### src/rtl/mem_arbiter_pkg.sv
// Shared definitions for the board-memory arbiter slice.
// Holds the arbiter FSM state encoding, default address/data widths of the board
// memory, the board-cell data encodings and a small index-width helper.
package go_mem_pkg;

  localparam int unsigned DefAddrW   = 6;
  localparam int unsigned DefDataW   = 8;
  localparam int unsigned BoardCells = 1 << DefAddrW;

  // Board-cell contents as stored in memory.
  localparam logic [DefDataW-1:0] CellEmpty = 8'h00;
  localparam logic [DefDataW-1:0] CellBlack = 8'h01;
  localparam logic [DefDataW-1:0] CellWhite = 8'h02;

  typedef enum logic [1:0] {
    StIdle = 2'd0,
    StBusy = 2'd1,
    StDone = 2'd2
  } arb_state_e;

  // Width of an index into n items; never zero so single-port builds stay legal.
  function automatic int unsigned idx_w(input int unsigned n);
    return (n > 1) ? $clog2(n) : 1;
  endfunction

endpackage

### src/rtl/mem_arbiter_if.sv
// Requester/memory bundle of the board-memory arbiter.
// slave  : arbiter side (takes requests and memory responses, drives memory and completions)
// master : environment side (requesters plus memory model)
interface mem_arbiter_if import go_mem_pkg::*; #(
  parameter int unsigned N_PORTS = 3,
  parameter int unsigned ADDR_W  = DefAddrW,
  parameter int unsigned DATA_W  = DefDataW
) ();

  logic [N_PORTS-1:0]        req_en;
  logic [N_PORTS-1:0]        req_wr_en;
  logic [N_PORTS*ADDR_W-1:0] req_addr;
  logic [N_PORTS*DATA_W-1:0] req_wr_data;
  logic [N_PORTS-1:0]        req_valid;
  logic [N_PORTS-1:0]        req_err;
  logic [DATA_W-1:0]         rd_data;
  logic                      mem_en;
  logic                      mem_wr_en;
  logic [ADDR_W-1:0]         mem_addr;
  logic [DATA_W-1:0]         mem_wr_data;
  logic                      mem_valid;
  logic [DATA_W-1:0]         mem_rd_data;
  logic [N_PORTS-1:0]        grant;

  modport slave (
    input  req_en, req_wr_en, req_addr, req_wr_data, mem_valid, mem_rd_data,
    output req_valid, req_err, rd_data, mem_en, mem_wr_en, mem_addr, mem_wr_data, grant
  );

  modport master (
    output req_en, req_wr_en, req_addr, req_wr_data, mem_valid, mem_rd_data,
    input  req_valid, req_err, rd_data, mem_en, mem_wr_en, mem_addr, mem_wr_data, grant
  );

endinterface

### src/rtl/mem_arbiter_rr_pick.sv
// Combinational round-robin selector.
// req_i  : request vector
// last_i : index of the most recent winner; search starts at (last_i + 1) mod N_PORTS
// gnt_o  : one-hot winner (zero when no request)
// idx_o  : winner index
// any_o  : at least one request present
module rr_pick import go_mem_pkg::*; #(
  parameter int unsigned N_PORTS = 3,
  localparam int unsigned IdxW   = idx_w(N_PORTS)
) (
  input  logic [N_PORTS-1:0] req_i,
  input  logic [IdxW-1:0]    last_i,
  output logic [N_PORTS-1:0] gnt_o,
  output logic [IdxW-1:0]    idx_o,
  output logic               any_o
);

  logic [IdxW-1:0] cand;
  logic            found;

  always_comb begin
    gnt_o = '0;
    idx_o = '0;
    cand  = '0;
    found = 1'b0;
    // k = N_PORTS wraps back to last_i itself, so it has the lowest priority.
    for (int k = 1; k <= N_PORTS; k++) begin
      cand = IdxW'((int'(last_i) + k) % N_PORTS);
      if (!found && req_i[cand]) begin
        found        = 1'b1;
        gnt_o[cand]  = 1'b1;
        idx_o        = cand;
      end
    end
  end

  assign any_o = |req_i;

endmodule

### src/rtl/mem_arbiter.sv
// Round-robin arbiter giving N_PORTS requesters access to a single board memory.
// clk : rising-edge clock
// rst : synchronous active-high reset
// bus : mem_arbiter_if.slave
//   req_en/req_wr_en/req_addr/req_wr_data : per-port requests (packed vectors)
//   req_valid/req_err                     : one-cycle completion / timeout pulses
//   rd_data                               : registered read data, valid with req_valid
//   mem_en/mem_wr_en/mem_addr/mem_wr_data : memory command, held through the transaction
//   mem_valid/mem_rd_data                 : memory completion and read data
//   grant                                 : one-hot memory owner, zero when idle
module mem_arbiter import go_mem_pkg::*; #(
  parameter int unsigned N_PORTS = 3,
  parameter int unsigned ADDR_W  = DefAddrW,
  parameter int unsigned DATA_W  = DefDataW,
  parameter int unsigned TIMEOUT = 1024
) (
  input  logic          clk,
  input  logic          rst,
  mem_arbiter_if.slave  bus
);

  localparam int unsigned IdxW = idx_w(N_PORTS);
  localparam int unsigned CntW = idx_w(TIMEOUT);

  arb_state_e          state_q;
  logic [N_PORTS-1:0]  grant_q;
  logic [IdxW-1:0]     last_q;
  logic [CntW-1:0]     cnt_q;
  logic [N_PORTS-1:0]  req_valid_q;
  logic [N_PORTS-1:0]  req_err_q;
  logic [DATA_W-1:0]   rd_data_q;
  logic                mem_en_q;
  logic                mem_wr_en_q;
  logic [ADDR_W-1:0]   mem_addr_q;
  logic [DATA_W-1:0]   mem_wr_data_q;

  logic [N_PORTS-1:0]  win_gnt;
  logic [IdxW-1:0]     win_idx;
  logic                win_any;

  rr_pick #(
    .N_PORTS (N_PORTS)
  ) u_rr_pick (
    .req_i  (bus.req_en),
    .last_i (last_q),
    .gnt_o  (win_gnt),
    .idx_o  (win_idx),
    .any_o  (win_any)
  );

  always_ff @(posedge clk) begin
    if (rst) begin
      state_q       <= StIdle;
      grant_q       <= '0;
      last_q        <= IdxW'(N_PORTS - 1);
      cnt_q         <= '0;
      req_valid_q   <= '0;
      req_err_q     <= '0;
      rd_data_q     <= '0;
      mem_en_q      <= 1'b0;
      mem_wr_en_q   <= 1'b0;
      mem_addr_q    <= '0;
      mem_wr_data_q <= '0;
    end else begin
      case (state_q)
        StIdle: begin
          req_valid_q <= '0;
          req_err_q   <= '0;
          if (win_any) begin
            state_q       <= StBusy;
            grant_q       <= win_gnt;
            last_q        <= win_idx;
            cnt_q         <= '0;
            mem_en_q      <= 1'b1;
            mem_wr_en_q   <= bus.req_wr_en[win_idx];
            mem_addr_q    <= bus.req_addr[win_idx*ADDR_W +: ADDR_W];
            mem_wr_data_q <= bus.req_wr_data[win_idx*DATA_W +: DATA_W];
          end
        end
        StBusy: begin
          // A response arriving on the last allowed cycle still counts as success.
          if (bus.mem_valid) begin
            state_q     <= StDone;
            mem_en_q    <= 1'b0;
            req_valid_q <= grant_q;
            if (!mem_wr_en_q) begin
              rd_data_q <= bus.mem_rd_data;
            end
          end else if (cnt_q == CntW'(TIMEOUT - 1)) begin
            state_q     <= StDone;
            mem_en_q    <= 1'b0;
            req_valid_q <= grant_q;
            req_err_q   <= grant_q;
            rd_data_q   <= '0;
          end else begin
            cnt_q <= cnt_q + 1'b1;
          end
        end
        StDone: begin
          // Requests seen here are ignored; arbitration resumes next cycle.
          state_q     <= StIdle;
          grant_q     <= '0;
          req_valid_q <= '0;
          req_err_q   <= '0;
        end
        default: begin
          state_q  <= StIdle;
          grant_q  <= '0;
          mem_en_q <= 1'b0;
        end
      endcase
    end
  end

  assign bus.grant       = grant_q;
  assign bus.req_valid   = req_valid_q;
  assign bus.req_err     = req_err_q;
  assign bus.rd_data     = rd_data_q;
  assign bus.mem_en      = mem_en_q;
  assign bus.mem_wr_en   = mem_wr_en_q;
  assign bus.mem_addr    = mem_addr_q;
  assign bus.mem_wr_data = mem_wr_data_q;

endmodule

### src/flat_wrapper.sv
// flat-port wrapper written by rule: the top's interface ports become plain ports
module mem_arbiter_flat import go_mem_pkg::*;
#(
  parameter int unsigned N_PORTS = 3,
  parameter int unsigned ADDR_W  = DefAddrW,
  parameter int unsigned DATA_W  = DefDataW,
  parameter int unsigned TIMEOUT = 1024
)
  (clk, rst, bus_req_en, bus_req_wr_en, bus_req_addr, bus_req_wr_data, bus_mem_valid, bus_mem_rd_data, bus_req_valid, bus_req_err, bus_rd_data, bus_mem_en, bus_mem_wr_en, bus_mem_addr, bus_mem_wr_data, bus_grant);
  mem_arbiter_if #(.N_PORTS(N_PORTS), .ADDR_W(ADDR_W), .DATA_W(DATA_W)) bus_i ();
  input  logic clk;
  input  logic rst;
  input wire logic [$bits(bus_i.req_en)-1:0] bus_req_en;
  input wire logic [$bits(bus_i.req_wr_en)-1:0] bus_req_wr_en;
  input wire logic [$bits(bus_i.req_addr)-1:0] bus_req_addr;
  input wire logic [$bits(bus_i.req_wr_data)-1:0] bus_req_wr_data;
  input wire logic [$bits(bus_i.mem_valid)-1:0] bus_mem_valid;
  input wire logic [$bits(bus_i.mem_rd_data)-1:0] bus_mem_rd_data;
  output wire logic [$bits(bus_i.req_valid)-1:0] bus_req_valid;
  output wire logic [$bits(bus_i.req_err)-1:0] bus_req_err;
  output wire logic [$bits(bus_i.rd_data)-1:0] bus_rd_data;
  output wire logic [$bits(bus_i.mem_en)-1:0] bus_mem_en;
  output wire logic [$bits(bus_i.mem_wr_en)-1:0] bus_mem_wr_en;
  output wire logic [$bits(bus_i.mem_addr)-1:0] bus_mem_addr;
  output wire logic [$bits(bus_i.mem_wr_data)-1:0] bus_mem_wr_data;
  output wire logic [$bits(bus_i.grant)-1:0] bus_grant;
  assign bus_i.req_en = bus_req_en;
  assign bus_i.req_wr_en = bus_req_wr_en;
  assign bus_i.req_addr = bus_req_addr;
  assign bus_i.req_wr_data = bus_req_wr_data;
  assign bus_i.mem_valid = bus_mem_valid;
  assign bus_i.mem_rd_data = bus_mem_rd_data;
  assign bus_req_valid = bus_i.req_valid;
  assign bus_req_err = bus_i.req_err;
  assign bus_rd_data = bus_i.rd_data;
  assign bus_mem_en = bus_i.mem_en;
  assign bus_mem_wr_en = bus_i.mem_wr_en;
  assign bus_mem_addr = bus_i.mem_addr;
  assign bus_mem_wr_data = bus_i.mem_wr_data;
  assign bus_grant = bus_i.grant;
  mem_arbiter #(.N_PORTS(N_PORTS), .ADDR_W(ADDR_W), .DATA_W(DATA_W), .TIMEOUT(TIMEOUT)) u_core (.clk(clk), .rst(rst), .bus(bus_i));
endmodule
### config.mk
export PLATFORM = sky130hd
export DESIGN_NAME = mem_arbiter_flat
export DESIGN_NICKNAME = d
export VERILOG_FILES = /design/src/rtl/mem_arbiter_pkg.sv /design/src/rtl/mem_arbiter_if.sv /design/src/rtl/mem_arbiter_rr_pick.sv /design/src/rtl/mem_arbiter.sv /design/src/flat_wrapper.sv
export SDC_FILE = /design/constraint.sdc
export NUM_CORES = 1
export LEC_CHECK = 0
export BUFFER_PORTS_ARGS = -buffer_cell sky130_fd_sc_hd__buf_4
export CAP_MARGIN = 25
export CORE_ASPECT_RATIO = 1.2
export CORE_MARGIN = 3
export CORE_UTILIZATION = 40
export DETAILED_ROUTE_END_ITERATION = 6
export GPL_TIMING_DRIVEN = 0
export PLACE_DENSITY = 0.77
export SLEW_MARGIN = 20
export SYNTH_ARGS = -nofsm -noshare
export SYNTH_HDL_FRONTEND = slang
export SYNTH_HIERARCHICAL = 1
export SYNTH_SLANG_ARGS = --single-unit
### constraint.sdc
create_clock -name clk -period 5.5 [get_ports clk]
set_clock_uncertainty 0.2 [all_clocks]
set_input_delay 0.825 -clock clk [delete_from_list [all_inputs] [get_ports clk]]
set_output_delay 0.825 -clock clk [all_outputs]
set_load 0.01 [all_outputs]
==> flow_summary.json, run 1 <==
{
  "power_density_nw_per_um2": 289,
  "seq_area_frac_synth_pct": 36.7,
  "rows": 31,
  "finalSetupViolCount": 0,
  "synth_top_flop_cell": "dfxtp_1",
  "track_usage_pct": 18.3,
  "netlist_area_sq_um": 2560,
  "grt_antenna_before_repair": 0,
  "num_antenna_cells": 0,
  "layout_min_cycle_time_ns": 3.12,
  "critPathMaxFanout": 10,
  "post-route-drc-count": 0,
  "irDropWorstVdd_v": 0.000173,
  "max_cap_viol_count": 0,
  "path_class": "register to register",
  "min-delay-start": "u_core/bus.rd_data[4]",
  "dpl_cell_area_sq_um": 3340,
  "register_area_sq_um": 941,
  "ctsResizeCount": 0,
  "grt_max_degree": 15,
  "clkTransAtPathRegs_ns": 0.09,
  "yosysUniqueCellTypes": 52,
  "grt-ovfl-total": 0,
  "path_buf_inv": 3,
  "core_sq_um": 6130,
  "status": "finished clean",
  "min_path_type": "register to register",
  "drt_iter0_markers": 126,
  "syn2layout_area_growth_pct": 34.5,
  "grt_pass1_vias": 2447,
  "ys_ff_latch": 47,
  "relSlewSlack_pct": 54.6,
  "path_cells": "inv_1, ha_1, mux2i_1, o21ai_4, mux2_2, clkbuf_1, nor2b_1, buf_2, a21oi_1, a211oi_1",
  "start_util_pct": 41.9,
  "cts.sinks": 47,
  "clock_latency_ns": 0.30,
  "slowest_stage": "nor2b_1",
  "wl_per_cell_um": 14.3,
  "dp_hpwl_mm": 5.05,
  "leakagePower_nw": 1.51,
  "fillerInstances": 596,
  "synth_nets": 347,
  "place_congestion": 0.894,
  "critPathMaxStageDelay_ns": 0.41,
  "numCtsBuffers": 5,
  "drt_wl_total_mm": 6.59,
  "yosysWarnings": 6,
  "rsz0062_at_grt": "no",
  "die_y_um": 93.7,
  "tns_ns": 0,
  "worstPathRequired_ns": 5.51,
  "startpoint": "u_core/last_q[0]",
  "async_reset_ff_share_pct": 0,
  "tightest_slew_ns": 0.681,
  "cp-start-kind": "register",
  "slew_violations": 0,
  "post_cts.repair.setup_buffers": 0,
  "hold_buffers": 0,
  "critPathArrivalTime_ns": 3.13,
  "clk_path_buf_depth": 2,
  "finalInstanceArea_sq_um": 3450,
  "ios": 92,
  "die_w_um": 79.1,
  "endpoint_kind": "register",
  "cts_max_level": 2,
  "grt_pass1_wl_mm": 11.0,
  "final_nets": 444,
  "cts_tree": "yes",
  "syn_inst": 283,
  "vias": 2490,
  "multi_input_area_sq_um": 1520,
  "cts-root-buf": "clkbuf_8",
  "period_share_pct": 56.7,
  "dr.pass1.iters": 4,
  "synth_edf_count": 0,
  "finalHoldViolCount": 0,
  "antenna_left": 0,
  "drive_gt1_share_pct": 32.1,
  "r2r_start": "u_core/last_q[0]",
  "path_delay_family": "buffers and inverters",
  "vias_per_cell": 5.39,
  "die_area_sq_um": 7410,
  "syn_area_per_cell_sq_um": 9.06,
  "fmax_ghz": 0.321,
  "port_buffers": 90
}
==> flip-flops by register name, summed over array words and instances (netlist names) <==
name	count
u_core/cnt_q	10
u_core/bus.mem_wr_data	8
u_core/bus.rd_data	8
u_core/bus.mem_addr	6
u_core/bus.grant	3
u_core/bus.req_err	3
u_core/bus.req_valid	3
u_core/last_q	2
u_core/state_q	2
u_core/bus.mem_en	1
u_core/bus.mem_wr_en	1
==> where the power goes <==
group          internal (W)  leakage [nW]  total, W  switching [W]
clock              0.000133        0.0502  0.000245       0.000112
sequential         0.000373         0.385  0.000397      0.0000239
combinational      0.000170          1.07  0.000354       0.000184
total              0.000675          1.51  0.000995       0.000320
==> layer usage <==
metal	GRT usage, %	vias up	wire length, um
li1	-	1242	-
met1	20.8	1158	2590
met2	33.7	84	3460
met3	4.03	6	476
met4	5.30	0	69
met5	0	-	0
==> stage by stage <==
stage	setup slack, ns	power [W]	util [%]	hold slack, ns	cells
after floorplan	2.75	0.000633	-	0.291	283
after global placement	2.34	0.000752	54.6	0.258	455
after detailed placement	2.30	0.000759	54.6	0.256	455
after CTS	2.36	0.00100	56.3	0.285	462
after global routing	2.10	0.00106	56.3	0.305	462
final	2.38	0.000995	56.3	0.280	462
==> cells in the mapped netlist, types with 6 or more instances <==
cell type / number / share of area (%)
a211oi_1: 16 / 4.7
a21oi_1: 20 / 3.9
a22o_1: 8 / 2.7
buf_2: 7 / 1.4
clkbuf_1: 7 / 1.0
dfxtp_1: 47 / 37
inv_1: 7 / 1.0
mux2i_1: 30 / 12
nand2_1: 7 / 1.0
nand2b_1: 8 / 2.0
nor2_1: 45 / 6.6
nor3_1: 6 / 1.2
==> path summary, 6_finish.rpt <==
kind / end / slack, ns / cells past startpoint
setup / recovery: u_core/bus.mem_addr[2] / 2.38 / 10
hold / removal: u_core/bus.rd_data[4] / 0.28 / 1
setup reg to reg: u_core/bus.mem_addr[2] / 2.38 / 10
hold reg to reg: u_core/bus.rd_data[4] / 0.28 / 1
==> final cells by class <==
type	instances	area share [%]
sequential	47	27.3
clock buffer	5	1.99
inverter	7	0.762
tap	82	2.97
timing repair buffer	90	19.6
buffer	16	2.21
multi-input combinational	213	44.1
clock inverter	2	1.09
==> logic make-up after synthesis <==
family,synth area share [%]
muxes,12.1
and+or+nand+nor,21.4
DFF,36.7
adders and majority gates,2.44
AOI/OAI and AO/OA,23.4
buffers and inverters,4.00
==> cells in the final DEF, fill, tap and decap left out, drive strengths merged, types with 3 or more instances in the layout <==
| master | netlist | routed |
|---|---|---|
| nor2 | 47 | 47 |
| a22o | 8 | 8 |
| o31ai | 5 | 5 |
| o21ai | 5 | 5 |
| buf | 9 | 99 |
| o22ai | 3 | 3 |
| a21oi | 20 | 20 |
| and3 | 4 | 4 |
| nor3 | 8 | 8 |
| inv | 7 | 7 |
| o311ai | 5 | 5 |
| clkbuf | 7 | 12 |
| nand2b | 8 | 8 |
| ha | 5 | 5 |
| dfxtp | 47 | 47 |
| nand3 | 5 | 5 |
| nor2b | 3 | 3 |
| o41ai | 4 | 4 |
| mux2i | 30 | 30 |
| nand2 | 8 | 8 |
| nor4 | 5 | 5 |
| a211oi | 16 | 16 |
(Power assumes the default switching activity.)
==> run 2: changes to the inputs <==
--- a/config.mk
+++ b/config.mk
@@ -5,6 +5,7 @@
 export SDC_FILE = /design/constraint.sdc
 export NUM_CORES = 1
 export LEC_CHECK = 0
+export ABC_AREA = 1
 export BUFFER_PORTS_ARGS = -buffer_cell sky130_fd_sc_hd__buf_4
 export CAP_MARGIN = 25
 export CORE_ASPECT_RATIO = 1.2
@@ -12,7 +13,7 @@
 export CORE_UTILIZATION = 40
 export DETAILED_ROUTE_END_ITERATION = 6
 export GPL_TIMING_DRIVEN = 0
-export PLACE_DENSITY = 0.77
+export PLACE_DENSITY = 0.79
 export SLEW_MARGIN = 20
 export SYNTH_ARGS = -nofsm -noshare
 export SYNTH_HDL_FRONTEND = slang
==> constraint.sdc (replaced) <==
create_clock -name clk -period 2.75 [get_ports clk]
set_clock_uncertainty 0.2 [all_clocks]
set_input_delay 0.4125 -clock clk [delete_from_list [all_inputs] [get_ports clk]]
set_output_delay 0.4125 -clock clk [all_outputs]
set_load 0.01 [all_outputs]
==> run 2 against run 1 <==
Net effect: synthesized cell count rose by 48%; hold slack got worse by 0.10 ns; via count increased by 20%; wire length rose by 10%; die area increased by 4.6%; non-clock buffer count up 1; global-route usage grew 1.0 points; fmax grew 25%; clock power increased by 110%; final area is 5.0% higher; combinational power grew to 3.5 times the previous value; largest power group is now combinational logic.
==> flow_summary.json, run 2 <==
{
  "vias_per_cell": 4.95,
  "core_sq_um": 6490,
  "clk_path_buf_depth": 2,
  "dpl.cell_count": 595,
  "fmax_ghz": 0.402,
  "rows": 32,
  "ff2ff_path_depth": 12,
  "irDropWorstVdd_v": 0.000589,
  "wl_per_cell_um": 12.1,
  "layout_common_cells": "buf_4, nand2_1, nor2_1",
  "drt_iter0_markers": 177,
  "period_share_pct": 90.4,
  "async_reset_ff_share_pct": 0,
  "dp_slack_ns": -0.0496,
  "numCtsBuffers": 5,
  "endpoint_kind": "register",
  "grt-ovfl-total": 0,
  "syn_area_per_cell_sq_um": 6.41,
  "critPathArrivalTime_ns": 2.49,
  "cts_tree": "yes",
  "synth_nets": 484,
  "finalSetupViolCount": 0,
  "num_antenna_cells": 0,
  "post-route-drc-count": 0,
  "syn_inst": 420,
  "synth_top_flop_cell": "dfxtp_1",
  "layoutNonFillerInstCount": 603,
  "final_nets": 581,
  "yosysWarnings": 6,
  "clock_latency_ns": 0.31,
  "synth_edf_count": 0,
  "tightest_slew_ns": 0.450,
  "drive_gt1_share_pct": 27.2,
  "seq_area_frac_synth_pct": 35.0,
  "path_class": "register to register",
  "die_w_um": 80.9,
  "min-delay-start": "bus_req_addr[3]",
  "worstHoldEndpoint": "u_core/bus.mem_addr[3]",
  "finalHoldViolCount": 0,
  "layout_commonest_cell": "buf_4",
  "syn2layout_area_growth_pct": 34.6,
  "r2r_end": "u_core/bus.mem_wr_data[5]",
  "worstPathRequired_ns": 2.75,
  "r2r_start": "u_core/last_q[0]",
  "min_path_type": "primary input to register",
  "cts.sinks": 47,
  "leakagePower_nw": 1.78,
  "max_cap_viol_count": 0,
  "track_usage_pct": 19.3,
  "grt_pass1_vias": 2839,
  "antenna_left": 0,
  "dr.pass1.iters": 6,
  "port_buffers": 90,
  "layout_setup_ws_ns": 0.263,
  "grt_pass1_wl_mm": 12.2,
  "hold_buffers": 0,
  "cts-root-buf": "clkbuf_8",
  "layout_min_cycle_time_ns": 2.49,
  "yosys.area.top_type": "dfxtp_1",
  "synth.most_common_cell": "nand2_1",
  "grt_max_degree": 17,
  "reg2reg_slack_ns": 0.26,
  "die_area_sq_um": 7750,
  "ys_ff_latch": 47,
  "synth_common_cells": "nand2_1, nor2_1, inv_1",
  "min_delay_path_depth": 3,
  "yosysUniqueCellTypes": 30,
  "cp-start-kind": "register",
  "top_register": "u_core/cnt_q",
  "netlist_area_sq_um": 2690,
  "status": "finished clean",
  "ios": 92,
  "start_util_pct": 41.5,
  "slew_violations": 0,
  "yosys.area.top_type_share_pct": 35.0,
  "ys_top_cells_by_area": "dfxtp_1, nand2_1, nor2_1",
  "cts_max_level": 2,
  "clkTransAtPathRegs_ns": 0.10,
  "power_density_nw_per_um2": 724,
  "drt_wl_total_mm": 7.27,
  "die_y_um": 95.9,
  "largest_reg_flops": 10,
  "dp_hpwl_mm": 5.58,
  "rsz0062_at_grt": "no",
  "grt_antenna_before_repair": 0,
  "place_congestion": 0.895,
  "vias": 2984,
  "critPathMaxFanout": 10,
  "relSlewSlack_pct": 70.0
}
-- run 2: cell types whose count changed after synthesis, sizes merged, moves of 8 or more --
cell	before	now
nand2b	8	0
nor2	47	70
a22o	8	0
a211oi	16	0
nand3	5	24
mux2i	30	0
nand4	1	11
nand2	8	97
o21ai	5	45
a21oi	20	38
inv	7	55
-- run 2: what timing repair did --
action | 4_1_cts | 5_1_grt
pin swaps | 0 | 0
resized for setup | 4 | 6
cloned | 0 | 0
setup endpoints to repair | 10 | 11
setup buffers | 0 | 0
-- run 2: how the worst max path moves through the flow --
stage                     start                   endpoint  slack, ns
6_report       u_core/last_q[0]  u_core/bus.mem_wr_data[5]       0.26
5_1_grt        u_core/last_q[0]     u_core/bus.mem_addr[4]      0.006
4_1_cts        u_core/last_q[0]  u_core/bus.mem_wr_data[5]       0.04
3_5_place_dp   u_core/last_q[0]     u_core/bus.mem_addr[1]      -0.05
3_3_place_gp   u_core/last_q[0]     u_core/bus.mem_addr[0]       0.05
2_1_floorplan  u_core/last_q[0]     u_core/bus.mem_addr[0]       0.37
-- run 2: logic make-up (layout without fill, tap and decap cells) --
logic type / after synthesis / in the layout / share of synthesized area, %
DFF: 47 / 47 / 35.0
adders and majority gates: 5 / 5 / 2.32
buffers and inverters: 72 / 170 / 11.5
and+or+nand+nor: 210 / 210 / 34.7
AOI/OAI and AO/OA: 86 / 86 / 16.6
-- run 2: metal layers --
| metal | vias to the layer above | global-route usage [%] | share of wire (%) |
|---|---|---|---|
| li1 | 1536 | - | - |
| met1 | 1321 | 21.4 | 41 |
| met2 | 125 | 36.3 | 50 |
| met3 | 2 | 5.15 | 8.5 |
| met4 | 0 | 4.23 | 0.41 |
| met5 | - | 0 | 0 |
-- run 2: area by class of cell --
class / count / area (sq um)
Fill cell: 635 / 2860
Sequential cell: 47 / 942
Tap cell: 85 / 106
Multi-Input combinational cell: 301 / 1470
Inverter: 55 / 206
Clock inverter: 3 / 47.5
Clock buffer: 5 / 68.8
Timing Repair Buffer: 90 / 676
Buffer: 17 / 111
-- run 2: metrics by stage --
stage          setup TNS (ns)  hold slack, ns  utilization (%)  total power [W]  instance area (sq um)
2_1_floorplan               0           0.272                -          0.00165                   2690
5_1_grt                     0           0.187             55.9          0.00283                   3620
4_1_cts                     0           0.168             55.5          0.00259                   3600
6_report                    0           0.180             55.9          0.00262                   3620
3_5_place_dp           -0.339           0.271             53.5          0.00205                   3470
3_3_place_gp                0           0.263             53.5          0.00202                   3470
-- run 2: worst max-delay path, cell delays in order (launching register included) --
cell and delay, ns:
dfxtp_2 0.38, inv_1 0.09, ha_4 0.28, inv_2 0.07, nand2_1 0.07, o21ai_1 0.22, nand4_1 0.14, nand2_1 0.09
clkbuf_2 0.17, clkbuf_1 0.39, nor2_1 0.09, o21ai_0 0.11, a21oi_1 0.09
-- run 2: power by group --
part	switching [W]	leakage (nW)	internal, W	total, W
Sequential	0.0000714	0.386	0.000787	0.000859
Combinational	0.000733	1.33	0.000510	0.00124
Clock	0.000244	0.0587	0.000276	0.000520
==> run 3: changes to the inputs <==
--- a/config.mk
+++ b/config.mk
@@ -10,10 +10,11 @@
 export CAP_MARGIN = 25
 export CORE_ASPECT_RATIO = 1.2
 export CORE_MARGIN = 3
-export CORE_UTILIZATION = 40
+export CORE_UTILIZATION = 45
+export CTS_BUF_LIST = sky130_fd_sc_hd__clkbuf_8 sky130_fd_sc_hd__clkbuf_16
 export DETAILED_ROUTE_END_ITERATION = 6
 export GPL_TIMING_DRIVEN = 0
-export PLACE_DENSITY = 0.79
+export PLACE_DENSITY = 0.86
 export SLEW_MARGIN = 20
 export SYNTH_ARGS = -nofsm -noshare
 export SYNTH_HDL_FRONTEND = slang
==> run 3 against run 2 <==
Net effect: die area fell by 10%; fmax down 3.0%; sequential share of layout area barely moved; critical path type unchanged; critical path depth grew 4; final area decreased by 0.17%; setup slack got worse by 0.077 ns; combinational power barely moved; sequential cell count stayed put.
==> flow_summary.json, run 3 (synthesis results as in run 2) <==
{
  "path_delay_family": "simple AND/OR/NAND/NOR gates",
  "drt_wl_total_mm": 7.39,
  "largest_reg_flops": 10,
  "dr.pass1.iters": 5,
  "r2r_start": "u_core/last_q[0]",
  "cp-start-kind": "register",
  "vias": 3030,
  "grt_antenna_before_repair": 0,
  "power_density_nw_per_um2": 732,
  "period_share_pct": 93.2,
  "multi_input_area_sq_um": 1450,
  "layoutNonFillerInstCount": 600,
  "finalHoldViolCount": 0,
  "critPathMaxStageDelay_ns": 0.40,
  "die_area_sq_um": 6950,
  "antenna_left": 0,
  "grt_pass1_vias": 3003,
  "max_cap_viol_count": 0,
  "met2_length_mm": 3.72,
  "finalSetupViolCount": 0,
  "hold_ws_ns": 0.174,
  "irDropWorstVdd_v": 0.000566,
  "core_sq_um": 5710,
  "wl_met1_mm": 2.99,
  "drive_gt1_share_pct": 27.5,
  "path_buf_inv": 5,
  "leakagePower_nw": 1.79,
  "ios": 92,
  "status": "finished clean",
  "worstPathRequired_ns": 2.75,
  "path_cells": "inv_1, ha_2, inv_2, nand2_1, nor2_1, nor2_1, nand3_1, nand2_1, inv_2, nand2_1, inv_2, clkbuf_4, nor2_1, nor2_1, o21ai_0, a21oi_1",
  "layout_commonest_cell": "buf_4",
  "final_nets": 583,
  "grt-ovfl-total": 0,
  "post-route-drc-count": 0,
  "slowest_stage": "ha_2",
  "critPathArrivalTime_ns": 2.56,
  "topRoutingLayerUsed": "met4",
  "min_path_type": "primary input to register",
  "grt_max_degree": 17,
  "tightest_slew_ns": 0.466,
  "register_area_sq_um": 942,
  "vias_per_cell": 5.05,
  "grt_pass1_wl_mm": 12.6,
  "rows": 30,
  "dpl.cell_count": 590,
  "fmax_ghz": 0.390,
  "min-delay-start": "bus_req_addr[0]",
  "cts_max_level": 2,
  "wl_per_cell_um": 12.3,
  "relSlewSlack_pct": 69.0,
  "top_register": "u_core/cnt_q",
  "crit_path_frequent_cell": "nor2_1",
  "cts_tree": "yes",
  "fillerInstances": 547,
  "path_class": "register to register",
  "endpoint_kind": "register",
  "port_buffers": 90,
  "cts-root-buf": "clkbuf_8",
  "clkTransAtPathRegs_ns": 0.10,
  "clock_latency_ns": 0.31,
  "reg2reg_slack_ns": 0.19,
  "min_delay_path_depth": 3,
  "numCtsBuffers": 5,
  "clk_path_buf_depth": 2,
  "ff2ff_path_depth": 16,
  "cts.sinks": 47,
  "drt_iter0_markers": 92,
  "layout_common_cells": "buf_4, nand2_1, nor2_1",
  "die_y_um": 90.7,
  "r2r_end": "u_core/bus.mem_wr_data[6]",
  "layout_min_cycle_time_ns": 2.56,
  "place_congestion": 0.905,
  "num_antenna_cells": 0,
  "wl_met3_um": 590,
  "start_util_pct": 47.2,
  "worstHoldEndpoint": "u_core/bus.mem_addr[0]",
  "critPathMaxFanout": 10,
  "syn2layout_area_growth_pct": 34.4,
  "dp_hpwl_mm": 5.63,
  "die_w_um": 76.6,
  "slew_violations": 0,
  "track_usage_pct": 21.4
}
-- run 3: where the power goes --
group / switching [W] / internal [W] / total, W
Clock: 0.000248 / 0.000276 / 0.000523
Sequential: 0.0000700 / 0.000788 / 0.000857
Combinational: 0.000746 / 0.000519 / 0.00127
Total: 0.00106 / 0.00158 / 0.00265
-- run 3: how the worst max path moves through the flow --
| stage | cells past startpoint | to | startpoint | slack, ns |
|---|---|---|---|---|
| 2_1_floorplan | 15 | u_core/bus.mem_addr[0] | u_core/last_q[0] | 0.37 |
| 3_3_place_gp | 15 | u_core/bus.mem_wr_data[6] | u_core/last_q[0] | 0.04 |
| 3_5_place_dp | 15 | u_core/bus.mem_addr[1] | u_core/last_q[0] | -0.02 |
| 4_1_cts | 15 | u_core/bus.mem_addr[1] | u_core/last_q[0] | 0.01 |
| 5_1_grt | 17 | u_core/bus.mem_addr[3] | u_core/last_q[0] | -0.007 |
| 6_report | 16 | u_core/bus.mem_wr_data[6] | u_core/last_q[0] | 0.19 |
-- run 3: layout make-up --
cell class / count / share of cell area [%]
clock inverters: 3 / 1.31
multi-input cells: 301 / 40.2
repair buffers: 92 / 19.1
flip-flops and latches: 47 / 26.0
inverters: 55 / 5.71
well taps: 80 / 2.77
plain buffers: 17 / 3.01
clock buffers: 5 / 1.90
-- run 3: worst register-to-register path, delay by kind of cell (launching register included) --
family,cells,cell delay [ns]
flops,1,0.38
fa+ha+maj,1,0.40
buf+inv,5,0.44
compound gates,2,0.20
simple gates,8,0.83
-- run 3: routing by layer --
layer / up-vias / track usage [%]
met1: 1369 / 23.0
met3: 11 / 6.29
li1: 1538 / -
met2: 112 / 39.4
met5: - / 0
met4: 0 / 7.25
-- run 3: timing repair --
action / 4_1_cts / 5_1_grt
hold buffers: 0 / 0
buffers inserted: 0 / 2
endpoints found under the hold margin: 0 / 0
setup endpoints to repair: 8 / 10
cloned: 0 / 0
gates resized for setup: 2 / 7
-- run 3: stage by stage --
| stage | power (W) | setup TNS (ns) | setup WS [ns] | util (%) | area, sq um |
|---|---|---|---|---|---|
| final | 0.00265 | 0 | 0.186 | 63.4 | 3620 |
| after global routing | 0.00283 | -0.0149 | -0.00716 | 63.4 | 3620 |
| after CTS | 0.00259 | 0 | 0.0140 | 62.9 | 3590 |
| after detailed placement | 0.00205 | -0.0253 | -0.0164 | 60.8 | 3470 |
| after global placement | 0.00202 | 0 | 0.0392 | 60.8 | 3470 |
| after floorplan | 0.00165 | 0 | 0.374 | - | 2690 |
